`src/rtl/stack_cpu_pkg.sv`:
```
// Shared definitions for the complex-operand stack CPU: opcodes, FSM state
// encoding, fault codes and per-opcode stack bookkeeping helpers.
package stack_cpu_pkg;

  // Opcodes: instruction word is {op[2:0], addr[AW-1:0]}
  localparam logic [2:0] OP_PUSH = 3'b000;
  localparam logic [2:0] OP_POP  = 3'b001;
  localparam logic [2:0] OP_ADD  = 3'b010;
  localparam logic [2:0] OP_SUB  = 3'b011;
  localparam logic [2:0] OP_MULT = 3'b100;
  localparam logic [2:0] OP_NOP5 = 3'b101;
  localparam logic [2:0] OP_NOP6 = 3'b110;
  localparam logic [2:0] OP_HALT = 3'b111;

  // Fault codes reported on fault_code
  localparam logic [1:0] FC_NONE  = 2'b00;
  localparam logic [1:0] FC_UNDER = 2'b01;
  localparam logic [1:0] FC_OVER  = 2'b10;

  // FSM state encoding
  typedef enum logic [3:0] {
    ST_FETCH  = 4'd0,
    ST_FWAIT  = 4'd1,
    ST_DECODE = 4'd2,
    ST_RD     = 4'd3,
    ST_RWAIT  = 4'd4,
    ST_EXEC   = 4'd5,
    ST_WR     = 4'd6,
    ST_HALT   = 4'd7,
    ST_FAULT  = 4'd8
  } state_t;

  // Words removed from the stack by an opcode
  function automatic logic [2:0] pops_needed(input logic [2:0] op);
    logic [2:0] n;
    case (op)
      OP_POP:                  n = 3'd2;
      OP_ADD, OP_SUB, OP_MULT: n = 3'd4;
      default:                 n = 3'd0;
    endcase
    return n;
  endfunction

  // Words added to the stack by an opcode
  function automatic logic [2:0] pushes_made(input logic [2:0] op);
    logic [2:0] n;
    case (op)
      OP_PUSH, OP_ADD, OP_SUB: n = 3'd2;
      OP_MULT:                 n = 3'd4;
      default:                 n = 3'd0;
    endcase
    return n;
  endfunction

  // RAM reads needed to gather the operands of an opcode
  function automatic logic [2:0] reads_needed(input logic [2:0] op);
    logic [2:0] n;
    case (op)
      OP_PUSH, OP_POP:         n = 3'd2;
      OP_ADD, OP_SUB, OP_MULT: n = 3'd4;
      default:                 n = 3'd0;
    endcase
    return n;
  endfunction

  // RAM writes issued by an opcode (POP writes to memory, others push)
  function automatic logic [2:0] writes_needed(input logic [2:0] op);
    logic [2:0] n;
    case (op)
      OP_PUSH, OP_POP, OP_ADD, OP_SUB: n = 3'd2;
      OP_MULT:                         n = 3'd4;
      default:                         n = 3'd0;
    endcase
    return n;
  endfunction

endpackage

```
`src/rtl/stack_cpu_alu.sv`:
```
// Combinational complex arithmetic on the registered stack operands.
// Optional macro STACK_CPU_SAT_EN: ADD/SUB results saturate per component
// instead of wrapping; MULT always produces full 2N-bit signed products.
module stack_cpu_alu
  import stack_cpu_pkg::*;
#(
  parameter int N = 8
) (
  input  logic [N-1:0]   i_re1,
  input  logic [N-1:0]   i_im1,
  input  logic [N-1:0]   i_re2,
  input  logic [N-1:0]   i_im2,
  input  logic           i_sub,
  output logic [N-1:0]   o_re_as,
  output logic [N-1:0]   o_im_as,
  output logic [2*N-1:0] o_re_mul,
  output logic [2*N-1:0] o_im_mul
);

  // a +/- b with one guard bit; clamps when the guard disagrees with the sign
  function automatic logic [N-1:0] add_sub(input logic [N-1:0] a,
                                           input logic [N-1:0] b,
                                           input logic         sub);
    logic [N:0]   ea;
    logic [N:0]   eb;
    logic [N:0]   s;
    logic [N-1:0] r;
    ea = {a[N-1], a};
    eb = {b[N-1], b};
    if (sub) begin
      s = ea - eb;
    end else begin
      s = ea + eb;
    end
    r = s[N-1:0];
`ifdef STACK_CPU_SAT_EN
    if (s[N] != s[N-1]) begin
      if (s[N]) begin
        r = {1'b1, {(N-1){1'b0}}};
      end else begin
        r = {1'b0, {(N-1){1'b1}}};
      end
    end else begin
      r = s[N-1:0];
    end
`endif
    return r;
  endfunction

  logic [2*N-1:0] w_re1_x;
  logic [2*N-1:0] w_im1_x;
  logic [2*N-1:0] w_re2_x;
  logic [2*N-1:0] w_im2_x;

  // Sign-extend operands so 2N-bit products keep correct two's complement bits
  assign w_re1_x = {{N{i_re1[N-1]}}, i_re1};
  assign w_im1_x = {{N{i_im1[N-1]}}, i_im1};
  assign w_re2_x = {{N{i_re2[N-1]}}, i_re2};
  assign w_im2_x = {{N{i_im2[N-1]}}, i_im2};

  // Result = op2 (+|-|*) op1, computed component-wise
  always_comb begin
    o_re_as  = add_sub(i_re2, i_re1, i_sub);
    o_im_as  = add_sub(i_im2, i_im1, i_sub);
    o_re_mul = (w_re2_x * w_re1_x) - (w_im2_x * w_im1_x);
    o_im_mul = (w_re2_x * w_im1_x) + (w_im2_x * w_re1_x);
  end

endmodule

```
`src/rtl/stack_cpu_fsm.sv`:
```
// Multi-cycle complex-operand stack CPU. Program, data and a downward-growing
// stack share one registered-read RAM. ram_raddr is loaded one state ahead so
// that it is stable during FETCH/RD and the data is captured in FWAIT/RWAIT.
// Optional macro STACK_CPU_SAT_EN enables saturating ADD/SUB (see the ALU).
module stack_cpu_fsm
  import stack_cpu_pkg::*;
#(
  parameter int  N           = 8,
  parameter int  STACK_DEPTH = 16,
  localparam int AW          = N - 3
) (
  input  logic          clk,
  input  logic          reset,
  input  logic          en,
  input  logic [N-1:0]  ram_rdata,
  output logic [AW-1:0] ram_raddr,
  output logic          ram_w,
  output logic [AW-1:0] ram_waddr,
  output logic [N-1:0]  ram_wdata,
  output logic          halted,
  output logic          fault,
  output logic [1:0]    fault_code
);

  localparam int CW = AW + 1;
  localparam int CX = CW + 1;

  state_t        r_state;
  logic [AW-1:0] r_pc;
  logic [N-1:0]  r_ir;
  logic [AW-1:0] r_sp;
  logic [CW-1:0] r_count;
  logic [N-1:0]  r_opd [4];
  logic [N-1:0]  r_res [4];
  logic [1:0]    r_ridx;
  logic [1:0]    r_widx;
  logic [2:0]    r_nrd;
  logic [2:0]    r_nwr;
  logic [AW-1:0] r_rbase;
  logic [AW-1:0] r_wbase;
  logic [AW-1:0] r_raddr;
  logic          r_ram_w;
  logic [AW-1:0] r_waddr;
  logic [N-1:0]  r_wdata;
  logic          r_halted;
  logic          r_fault;
  logic [1:0]    r_fault_code;

  logic [2:0]    w_op;
  logic [AW-1:0] w_addr;
  logic [2:0]    w_pops;
  logic [2:0]    w_pushes;
  logic [2:0]    w_nrd;
  logic [2:0]    w_nwr;
  logic [CX-1:0] w_cnt_after;
  logic          w_under;
  logic          w_over;
  logic          w_is_nop;
  logic [AW-1:0] w_sp_next;
  logic [AW-1:0] w_rbase;
  logic [AW-1:0] w_wbase;
  logic [N-1:0]  w_re_as;
  logic [N-1:0]  w_im_as;
  logic [2*N-1:0] w_re_mul;
  logic [2*N-1:0] w_im_mul;
  logic [N-1:0]  w_word [4];

  assign w_op   = r_ir[N-1 -: 3];
  assign w_addr = r_ir[AW-1:0];

  // Stack operand layout after the reads: [0]=im1 (top), [1]=re1, [2]=im2, [3]=re2
  stack_cpu_alu #(.N(N)) u_alu (
    .i_re1    (r_opd[1]),
    .i_im1    (r_opd[0]),
    .i_re2    (r_opd[3]),
    .i_im2    (r_opd[2]),
    .i_sub    (w_op == OP_SUB),
    .o_re_as  (w_re_as),
    .o_im_as  (w_im_as),
    .o_re_mul (w_re_mul),
    .o_im_mul (w_im_mul)
  );

  // Decode: stack bookkeeping, fault detection and read/write base addresses
  always_comb begin
    w_pops      = pops_needed(w_op);
    w_pushes    = pushes_made(w_op);
    w_nrd       = reads_needed(w_op);
    w_nwr       = writes_needed(w_op);
    w_cnt_after = CX'(r_count) - CX'(w_pops) + CX'(w_pushes);
    w_under     = (CX'(r_count) < CX'(w_pops));
    w_over      = (w_cnt_after > CX'(STACK_DEPTH));
    w_is_nop    = (w_op == OP_NOP5) || (w_op == OP_NOP6);
    w_sp_next   = r_sp + AW'(w_pops) - AW'(w_pushes);
    w_rbase     = r_sp + AW'(1'b1);
    w_wbase     = r_sp + AW'(3'd4);
    case (w_op)
      OP_PUSH: begin
        w_rbase = w_addr;
        w_wbase = r_sp;
      end
      OP_POP: begin
        w_rbase = r_sp + AW'(1'b1);
        w_wbase = w_addr + AW'(1'b1);
      end
      default: begin
        w_rbase = r_sp + AW'(1'b1);
        w_wbase = r_sp + AW'(3'd4);
      end
    endcase
  end

  // Write-word ordering; writes go to descending addresses from r_wbase
  always_comb begin
    for (int k = 0; k < 4; k++) begin
      w_word[k] = {N{1'b0}};
    end
    case (w_op)
      OP_PUSH, OP_POP: begin
        w_word[0] = r_opd[0];
        w_word[1] = r_opd[1];
      end
      OP_ADD, OP_SUB: begin
        w_word[0] = w_re_as;
        w_word[1] = w_im_as;
      end
      OP_MULT: begin
        w_word[0] = w_re_mul[2*N-1:N];
        w_word[1] = w_re_mul[N-1:0];
        w_word[2] = w_im_mul[2*N-1:N];
        w_word[3] = w_im_mul[N-1:0];
      end
      default: begin
        w_word[0] = {N{1'b0}};
      end
    endcase
  end

  // Main FSM: sequencing, architectural state and registered RAM/status outputs
  always_ff @(posedge clk or negedge reset) begin
    if (!reset) begin
      r_state      <= ST_FETCH;
      r_pc         <= {AW{1'b0}};
      r_ir         <= {N{1'b0}};
      r_sp         <= {AW{1'b1}};
      r_count      <= {CW{1'b0}};
      for (int k = 0; k < 4; k++) begin
        r_opd[k] <= {N{1'b0}};
        r_res[k] <= {N{1'b0}};
      end
      r_ridx       <= 2'd0;
      r_widx       <= 2'd0;
      r_nrd        <= 3'd0;
      r_nwr        <= 3'd0;
      r_rbase      <= {AW{1'b0}};
      r_wbase      <= {AW{1'b0}};
      r_raddr      <= {AW{1'b0}};
      r_ram_w      <= 1'b0;
      r_waddr      <= {AW{1'b0}};
      r_wdata      <= {N{1'b0}};
      r_halted     <= 1'b0;
      r_fault      <= 1'b0;
      r_fault_code <= FC_NONE;
    end else if (en) begin
      case (r_state)
        ST_FETCH: begin
          r_state <= ST_FWAIT;
        end
        ST_FWAIT: begin
          r_ir    <= ram_rdata;
          r_state <= ST_DECODE;
        end
        ST_DECODE: begin
          r_pc <= r_pc + AW'(1'b1);
          if (w_op == OP_HALT) begin
            r_halted <= 1'b1;
            r_state  <= ST_HALT;
          end else if (w_is_nop) begin
            r_raddr <= r_pc + AW'(1'b1);
            r_state <= ST_FETCH;
          end else if (w_under) begin
            r_fault      <= 1'b1;
            r_fault_code <= FC_UNDER;
            r_state      <= ST_FAULT;
          end else if (w_over) begin
            r_fault      <= 1'b1;
            r_fault_code <= FC_OVER;
            r_state      <= ST_FAULT;
          end else begin
            r_rbase <= w_rbase;
            r_wbase <= w_wbase;
            r_nrd   <= w_nrd;
            r_nwr   <= w_nwr;
            r_sp    <= w_sp_next;
            r_count <= w_cnt_after[CW-1:0];
            r_ridx  <= 2'd0;
            r_raddr <= w_rbase;
            r_state <= ST_RD;
          end
        end
        ST_RD: begin
          r_state <= ST_RWAIT;
        end
        ST_RWAIT: begin
          r_opd[r_ridx] <= ram_rdata;
          if (({1'b0, r_ridx} + 3'd1) < r_nrd) begin
            r_ridx  <= r_ridx + 2'd1;
            r_raddr <= r_rbase + AW'(r_ridx) + AW'(1'b1);
            r_state <= ST_RD;
          end else begin
            r_state <= ST_EXEC;
          end
        end
        ST_EXEC: begin
          for (int k = 0; k < 4; k++) begin
            r_res[k] <= w_word[k];
          end
          r_widx  <= 2'd0;
          r_ram_w <= 1'b1;
          r_waddr <= r_wbase;
          r_wdata <= w_word[0];
          r_state <= ST_WR;
        end
        ST_WR: begin
          if (({1'b0, r_widx} + 3'd1) < r_nwr) begin
            r_widx  <= r_widx + 2'd1;
            r_waddr <= r_wbase - AW'(r_widx) - AW'(1'b1);
            r_wdata <= r_res[r_widx + 2'd1];
          end else begin
            r_ram_w <= 1'b0;
            r_raddr <= r_pc;
            r_state <= ST_FETCH;
          end
        end
        ST_HALT: begin
          r_state <= ST_HALT;
        end
        ST_FAULT: begin
          r_state <= ST_FAULT;
        end
        default: begin
          r_ram_w <= 1'b0;
          r_state <= ST_FAULT;
        end
      endcase
    end
  end

  assign ram_raddr  = r_raddr;
  assign ram_w      = r_ram_w & en;
  assign ram_waddr  = r_waddr;
  assign ram_wdata  = r_wdata;
  assign halted     = r_halted;
  assign fault      = r_fault;
  assign fault_code = r_fault_code;

endmodule

```
`config.mk`:
```
export PLATFORM = sky130hd
export DESIGN_NAME = stack_cpu_fsm
export DESIGN_NICKNAME = d
export VERILOG_FILES = /design/src/rtl/stack_cpu_pkg.sv /design/src/rtl/stack_cpu_alu.sv /design/src/rtl/stack_cpu_fsm.sv
export SDC_FILE = /design/constraint.sdc
export NUM_CORES = 1
export LEC_CHECK = 0
export BUFFER_PORTS_ARGS = -buffer_cell sky130_fd_sc_hd__buf_2
export CAP_MARGIN = 10
export CORE_MARGIN = 5
export CORE_UTILIZATION = 30
export CTS_BUF_LIST = sky130_fd_sc_hd__clkbuf_8
export DETAILED_ROUTE_END_ITERATION = 8
export PLACE_DENSITY_LB_ADDON = 0.12
export SLEW_MARGIN = 20
export SYNTH_ARGS = -nofsm -noshare
export SYNTH_HDL_FRONTEND = slang
export SYNTH_SLANG_ARGS = --single-unit
```
`constraint.sdc`:
```
create_clock -name clk -period 6.55 [get_ports clk]
set_input_delay 0.9825 -clock clk [delete_from_list [all_inputs] [get_ports clk]]
set_output_delay 0.9825 -clock clk [all_outputs]
set_load 0.01 [all_outputs]
```
# Word-level counts from Yosys, hierarchy flattened
# Index checks and enable logic that the tools add are counted.
dict set report classes {
  n_mux 49
  bitwise 8
  n_reduce_logical 26
  addsub 22
  eq_ne 24
  n_lt_le_gt_ge 7
  mul 4
}
# operator n
set ops {}
lappend ops {{8-bit by 8-bit multiplier with 16-bit output} 4}
lappend ops {{8-bit 2-to-1 mux} 6}
lappend ops {{8-bit case mux with 3 select lines} 2}
lappend ops {{5-bit 2-to-1 mux} 8}
lappend ops {{32-bit bitwise mux} 1}
lappend ops {{4-bit case mux with 8 select lines} 1}
lappend ops {{3-bit case mux with 2 select lines} 4}
lappend ops {{5-bit by 1-bit adder with 5-bit output (second input constant)} 4}
lappend ops {{4-bit 2-to-1 mux} 5}
lappend ops {{5-bit case mux with 2 select lines} 2}
lappend ops {{16-bit adder} 1}
lappend ops {{8-bit adder} 2}
lappend ops {{8-bit binary-select mux with 2-bit select} 1}
lappend ops {{8-bit demux with 2-bit select} 1}
lappend ops {{4-bit by 3-bit == test with 1-bit output (second input constant)} 4}
lappend ops {{16-bit 2-to-1 mux} 1}
lappend ops {{2-bit 2-to-1 mux} 8}
lappend ops {{8-bit case mux with 2 select lines} 1}
lappend ops {{16-bit subtractor} 1}
lappend ops {{8-bit subtractor} 2}
lappend ops {{5-bit case mux with 3 select lines} 1}
lappend ops {{2-bit != test (second input constant)} 7}
lappend ops {{7-bit AND reduction} 2}
lappend ops {{3-bit == test (second input constant)} 4}
lappend ops {{other kinds (42)} 67}
dict set report totals {
  inputBits 11
  out_inout_bits 23
  register_bits 135
  wordCells 166
}

# Logic depth before layout (Yosys ltp)
dict set report logic_depth {
  word_depth 11
  mapped_depth 24
  mapped_depth_nobuf 22
}

# Modules after synthesis
# Synthesis repeated with hierarchy kept, for this count alone.
dict set report unflattened {
  cells_unflattened 1939
  area_unflattened_um2 18131.1
}
# mod cells_per_inst seq_area_each_um2 area_each_um2 instances
set by_module_without_submodules {}
lappend by_module_without_submodules {stack_cpu_alu 1253 0.0 11098.1 1}
lappend by_module_without_submodules {stack_cpu_fsm 686 3283.1 7033.0 1}

# Least setup slack after synthesis
# Ideal clock, no wire load.
dict set report synth_path {
  path_kind {register to register}
  startpoint {register r_opd[16] (netlist bit)}
  endpoint {register r_res[15] (netlist bit)}
  path_slack_ns 0.444
  required_ns 6.429
  arrival_time_ns 5.985
  n_path_buf 0
  path_stages_with_launch 22
  path_cell_list {dfrtp_1 > inv_1 > nor2_1 > fa_1 > inv_1 > fa_1 > fa_1 > inv_1 > fa_1 > inv_1 > fa_1 > fa_1 > inv_1 > ha_1 > o21a_1 > o21ai_0 > a221oi_1 > a311oi_1 > o21ai_0 > a21oi_1 > xnor2_1 > a22o_1}
}
dict set report synth_between {
  elab_chain_cells 3
}
# item line_no
set synth_rtl {}
lappend synth_rtl {{start: declaration} stack_cpu_fsm.sv:33} ;# logic [N-1:0] r_opd [4];
lappend synth_rtl {{start signal: indexed assignment} stack_cpu_fsm.sv:148} ;# r_opd[k] <= {N{1'b0}};
lappend synth_rtl {{start signal: indexed assignment} stack_cpu_fsm.sv:205} ;# r_opd[r_ridx] <= ram_rdata;
lappend synth_rtl {{8-bit by 8-bit multiplier with 16-bit output} stack_cpu_alu.sv:66} ;# o_im_mul = (w_re2_x * w_im1_x) + (w_im2_x * w_re1_x);
lappend synth_rtl {{16-bit adder} stack_cpu_alu.sv:66}
lappend synth_rtl {{16-bit 2-to-1 mux} stack_cpu_fsm.sv:118} ;# case (w_op)
lappend synth_rtl {{end signal: indexed assignment} stack_cpu_fsm.sv:149} ;# r_res[k] <= {N{1'b0}};
lappend synth_rtl {{end signal: indexed assignment} stack_cpu_fsm.sv:216} ;# r_res[k] <= w_word[k];
lappend synth_rtl {{end: declaration} stack_cpu_fsm.sv:34} ;# logic [N-1:0] r_res [4];
# Every way passes these cells.
# A chain may end at the register's enable or synchronous reset.

# Worst setup path after layout
dict set report layout_path {
  startpoint {register r_opd[7] (netlist bit)}
  endpoint {register r_res[31] (netlist bit)}
}
dict set report layout_between {
  elab_chain_cells 3
}
# item line_no
set layout_rtl {}
lappend layout_rtl {{8-bit by 8-bit multiplier with 16-bit output (tied with other cells)} stack_cpu_alu.sv:65} ;# o_re_mul = (w_re2_x * w_re1_x) - (w_im2_x * w_im1_x);
lappend layout_rtl {{16-bit subtractor or 8-bit 2-to-1 mux (tied branches)} {stack_cpu_alu.sv:65, stack_cpu_alu.sv:30}}
lappend layout_rtl {{8-bit case mux with 3 select lines (*)} stack_cpu_fsm.sv:118}
# Mark *: on every way between the ends. The rest lies on a longest branch, timed or not.

==> implementation parameters <==
Parameter                              Value

Pwr
  Internal power contribution ... around 3800 uW
  Post-route total power ... 7950 uW
  Switching power as a share of total power ... 52.5%
  Maximum resistive drop on vdd ... 0.299 mV
  Switching Power ... roughly 4200 uW
  Power share of the clock group ... 10.3%
  Static leakage power ... 0.00929 uW
  Part of the power in registers ... 17.2%
  Gate power share ... roughly 73%
  Power density relative to cell area ... 402 nW/um^2

Route
  Per-cell via count in the routed design ... 4.71
  Max Used Layer ... met4
  Met3 wirelength from detailed routing ... between 1.5 and 2 mm
  Wirelength per Cell ... 19.4 um
  Remaining antenna violation count ... 0
  Vias ... 12900
  # DRC ... 0
  Final Routed Wirelength ... approximately 53 mm
  Initial drt markers ... 687
  Routed length on met1 ... 26.6 mm
  Sum of met2 wire segment lengths after detailed routing ... 24.4 mm
  Drt pass-1 iters ... 5

Floorplan
  Die boundary height ... around 250 um
  IO Pins ... 34
  X dimension of the die ... 255 um
  Placement row count ... between 80 and 90
  Initial Utilization ... between 30% and 40%
  Core box area ... 59100 um^2
  Die Outline Area ... 64900 um^2

STA
  Setup slack after layout ... 342 ps
  Max transition margin ... between 30% and 40%
  Unrepaired setup endpoints after global routing ... no
  Total setup violations reported at the end of the flow ... 0
  Setup skew after layout ... 19.2 ps
  Hold Fails Final Rpt ... 0
  Share of the clock period used by the worst path ... 94.8%
  Final Max Tran Viols ... 0
  Post-route minimum period ... 6210 ps
  Worst Tran Pin Value ... 984 ps
  Maximum achievable frequency ... approximately 160 MHz

Global routing
  Initial antenna violation count ... 0
  Vias in the first global route ... 13600
  GRT Resource Usage Total ... roughly 17%
  Global-route wire length before repair ... 83.6 mm
  Residual overflow from global routing ... 0
  Maximum number of pins on one net before global-route repair ... 76

Setup path
  Nature of the critical path endpoint ... flop
  Setup Crit Path Kind ... reg -> reg
  Required arrival time at the worst endpoint ... 6940 ps
  Worst Path Arrival ... 6600 ps
  Startpoint kind of the worst setup timing path ... flop
  Highest fanout seen on the critical path ... 11

Logic synthesis
  Post-Syn Area per Cell ... 9.41 um^2
  Post-synthesis sequential area ratio ... 18.3%
  Post-synth EDFFs ... 0
  Async set or reset register ratio after synthesis ... 100%
  Summed instance area of the synthesized netlist ... 18000 um^2
  Synthesis-stage register bit count ... 131
  Net count after synthesis ... 2346
  Number of instances in the synthesized netlist ... 1911
  Post-synth top flop ... sky130_fd_sc_hd__dfrtp_1
  Yosys Warn Count ... 0
  Library cells used by synthesis ... 58

Clocking
  Clock-pin transition on the worst setup and hold timing paths ... 90 ps
  Number of buffers between clock root and the deepest sink ... 2
  Clock insertion delay at the later pin of the skew report ... 540 ps
  TritonCTS Buffers ... 17
  Htree depth ... 4
  Hold_buf cts ... 0
  Clock root buffer ... sky130_fd_sc_hd__clkbuf_8
  CTS tree ... built
  Number of clock sinks seen by CTS ... 131

Cells and area
  Layout Cell Area excl Fill ... 19800 um^2
  Count of antenna diodes in the layout ... 0
  Number of filler cells placed in the layout ... 6138
  Number of nets in the finished design ... 2385
  Number of non-filler instances in the completed layout ... 2736
  Commonest cells after routing, fill and taps aside ... sky130_fd_sc_hd__inv_1, sky130_fd_sc_hd__fa_1, sky130_fd_sc_hd__nand2_1
  Most common cell after layout, fill and taps aside ... sky130_fd_sc_hd__inv_1
  Layout-stage area growth over the synthesis result ... 9.98%
  Share of cells above drive strength 1 ... 10.8%
  Utilization after layout ... 33.4%

Placed design
  Cell area after placement ... 19300 um^2
  Half-perimeter wire length after placement ... 43.2 mm
  Dpl ws ... -29.9 ps
  Port Buf Inserts ... 33
  Placed cell count ... 2704
  Final GP Congestion ... 0.855

Worst hold path
  Min-delay worst type ... in -> async

Outcome
  Outcome ... finished clean

Job
  Max-cap check violation count ... 0
-- final cells by class --
type / count / area, um^2 / share of cell area, %
Sequential cell: 131 / 3300 / 16.7
Multi-Input combinational cell: 1328 / 13000 / 65.8
Tap cell: 773 / 967 / 4.89
Inverter: 377 / 1420 / 7.18
Clock inverter: 14 / 191 / 0.968
Timing Repair Buffer: 95 / 641 / 3.24
Clock buffer: 18 / 248 / 1.25
-- metal layers --
| layer | vias up | global-route usage (%) |
|---|---|---|
| met5 | - | 0 |
| met1 | 6601 | 25.5 |
| met2 | 180 | 27.0 |
| li1 | 6068 | - |
| met3 | 29 | 2.31 |
| met4 | 0 | 3.30 |
-- path summary, 6_finish.rpt --
kind | from | endpoint | slack (ps) | depth (start not counted)
setup / recovery | r_opd[7] | r_res[31] | 340 | 20
hold / removal | reset | r_res[8] | 430 | 1
hold reg to reg | fault | fault | 480 | 1
min in group clk | fault | fault | 480 | 1
setup reg to reg | r_opd[7] | r_res[31] | 340 | 20
max in group asynchronous | reset | r_opd[27] | 4860 | 2
-- critical path, cell delays in order, from the launching register on --
cell and delay [ps]:
sky130_fd_sc_hd__dfrtp_1 690, sky130_fd_sc_hd__and2_1 310, sky130_fd_sc_hd__inv_1 80, sky130_fd_sc_hd__fa_1 460
sky130_fd_sc_hd__fa_1 470, sky130_fd_sc_hd__fa_1 550, sky130_fd_sc_hd__inv_1 60, sky130_fd_sc_hd__fa_1 490
sky130_fd_sc_hd__fa_1 490, sky130_fd_sc_hd__inv_1 50, sky130_fd_sc_hd__fa_1 480, sky130_fd_sc_hd__inv_1 50
sky130_fd_sc_hd__ha_1 360, sky130_fd_sc_hd__and2_1 220, sky130_fd_sc_hd__a22o_1 200, sky130_fd_sc_hd__a311oi_1 360
sky130_fd_sc_hd__a21oi_1 160, sky130_fd_sc_hd__a31oi_1 220, sky130_fd_sc_hd__xnor2_1 110, sky130_fd_sc_hd__a21oi_1 170
sky130_fd_sc_hd__a21oi_1 80
-- kinds of logic (layout without fill, tap and decap cells) --
kind of cell / Yosys count / after routing / share of synthesized area [%]
simple gates: 509 / 509 / 13.7
buf+inv: 452 / 504 / 9.51
fa+ha+maj: 424 / 424 / 40.9
compound gates: 230 / 230 / 8.13
flops: 131 / 131 / 18.3
xor+xnor: 98 / 98 / 4.88
mux: 67 / 67 / 4.63
-- cells in the mapped netlist (7+ instances only) --
cell	instances	area [um^2]
sky130_fd_sc_hd__a21o_1	13	97.6
sky130_fd_sc_hd__mux2i_1	10	100
sky130_fd_sc_hd__mux4_2	8	180
sky130_fd_sc_hd__nor2_1	115	432
sky130_fd_sc_hd__clkbuf_1	65	244
sky130_fd_sc_hd__nor3_1	21	105
sky130_fd_sc_hd__a31oi_1	14	87.6
sky130_fd_sc_hd__inv_1	376	1410
sky130_fd_sc_hd__o21ai_0	56	280
sky130_fd_sc_hd__a21oi_1	63	315
sky130_fd_sc_hd__nand2b_1	19	119
sky130_fd_sc_hd__nor2b_1	10	62.6
sky130_fd_sc_hd__o21bai_1	7	52.6
sky130_fd_sc_hd__a211oi_1	12	90.1
sky130_fd_sc_hd__or3_1	7	43.8
sky130_fd_sc_hd__xnor2_1	73	639
sky130_fd_sc_hd__nand2_1	156	586
sky130_fd_sc_hd__fa_1	272	5450
sky130_fd_sc_hd__ha_1	152	1900
sky130_fd_sc_hd__o21a_1	13	97.6
sky130_fd_sc_hd__nand3_1	26	130
sky130_fd_sc_hd__xor2_1	24	210
sky130_fd_sc_hd__mux2_2	49	552
sky130_fd_sc_hd__dfrtp_1	127	3180
sky130_fd_sc_hd__o211ai_1	8	60.1
sky130_fd_sc_hd__a22o_1	9	78.8
sky130_fd_sc_hd__and2_1	137	857
-- power by group through the flow --
stage / Clock (uW) / Sequential (uW) / Combinational, uW
4_1_cts: 853 / 1370 / 5790
2_1_floorplan: 0 / 1170 / 4110
6_report: 816 / 1370 / 5770
3_5_place_dp: 0 / 1380 / 5750
5_1_grt: 883 / 1400 / 6480
3_3_place_gp: 0 / 1370 / 5740
-- sequential cells by signal, summed over array words and instances (netlist names), 5 cells and up --
register   count
r_ir           8
ram_wdata      8
r_res         32
r_wbase        5
r_pc           5
r_count        5
ram_raddr      5
r_rbase        5
r_opd         32
ram_waddr      5
-- timing repair --
| action | CTS | global route |
|---|---|---|
| gates resized for setup | 1 | 15 |
| setup endpoints to repair | 1 | 9 |
| gates cloned | 0 | 0 |
| buffers inserted | 0 | 0 |
| hold endpoints to repair | 0 | 0 |
-- through the flow --
step                setup TNS (ps)  hold slack [ps]
detailed placement           -29.9              456
CTS                              0              400
global route                     0              434
global placement                 0              447
finish                           0              427
floorplan                        0              433
Power figures use the tool's default switching activity.
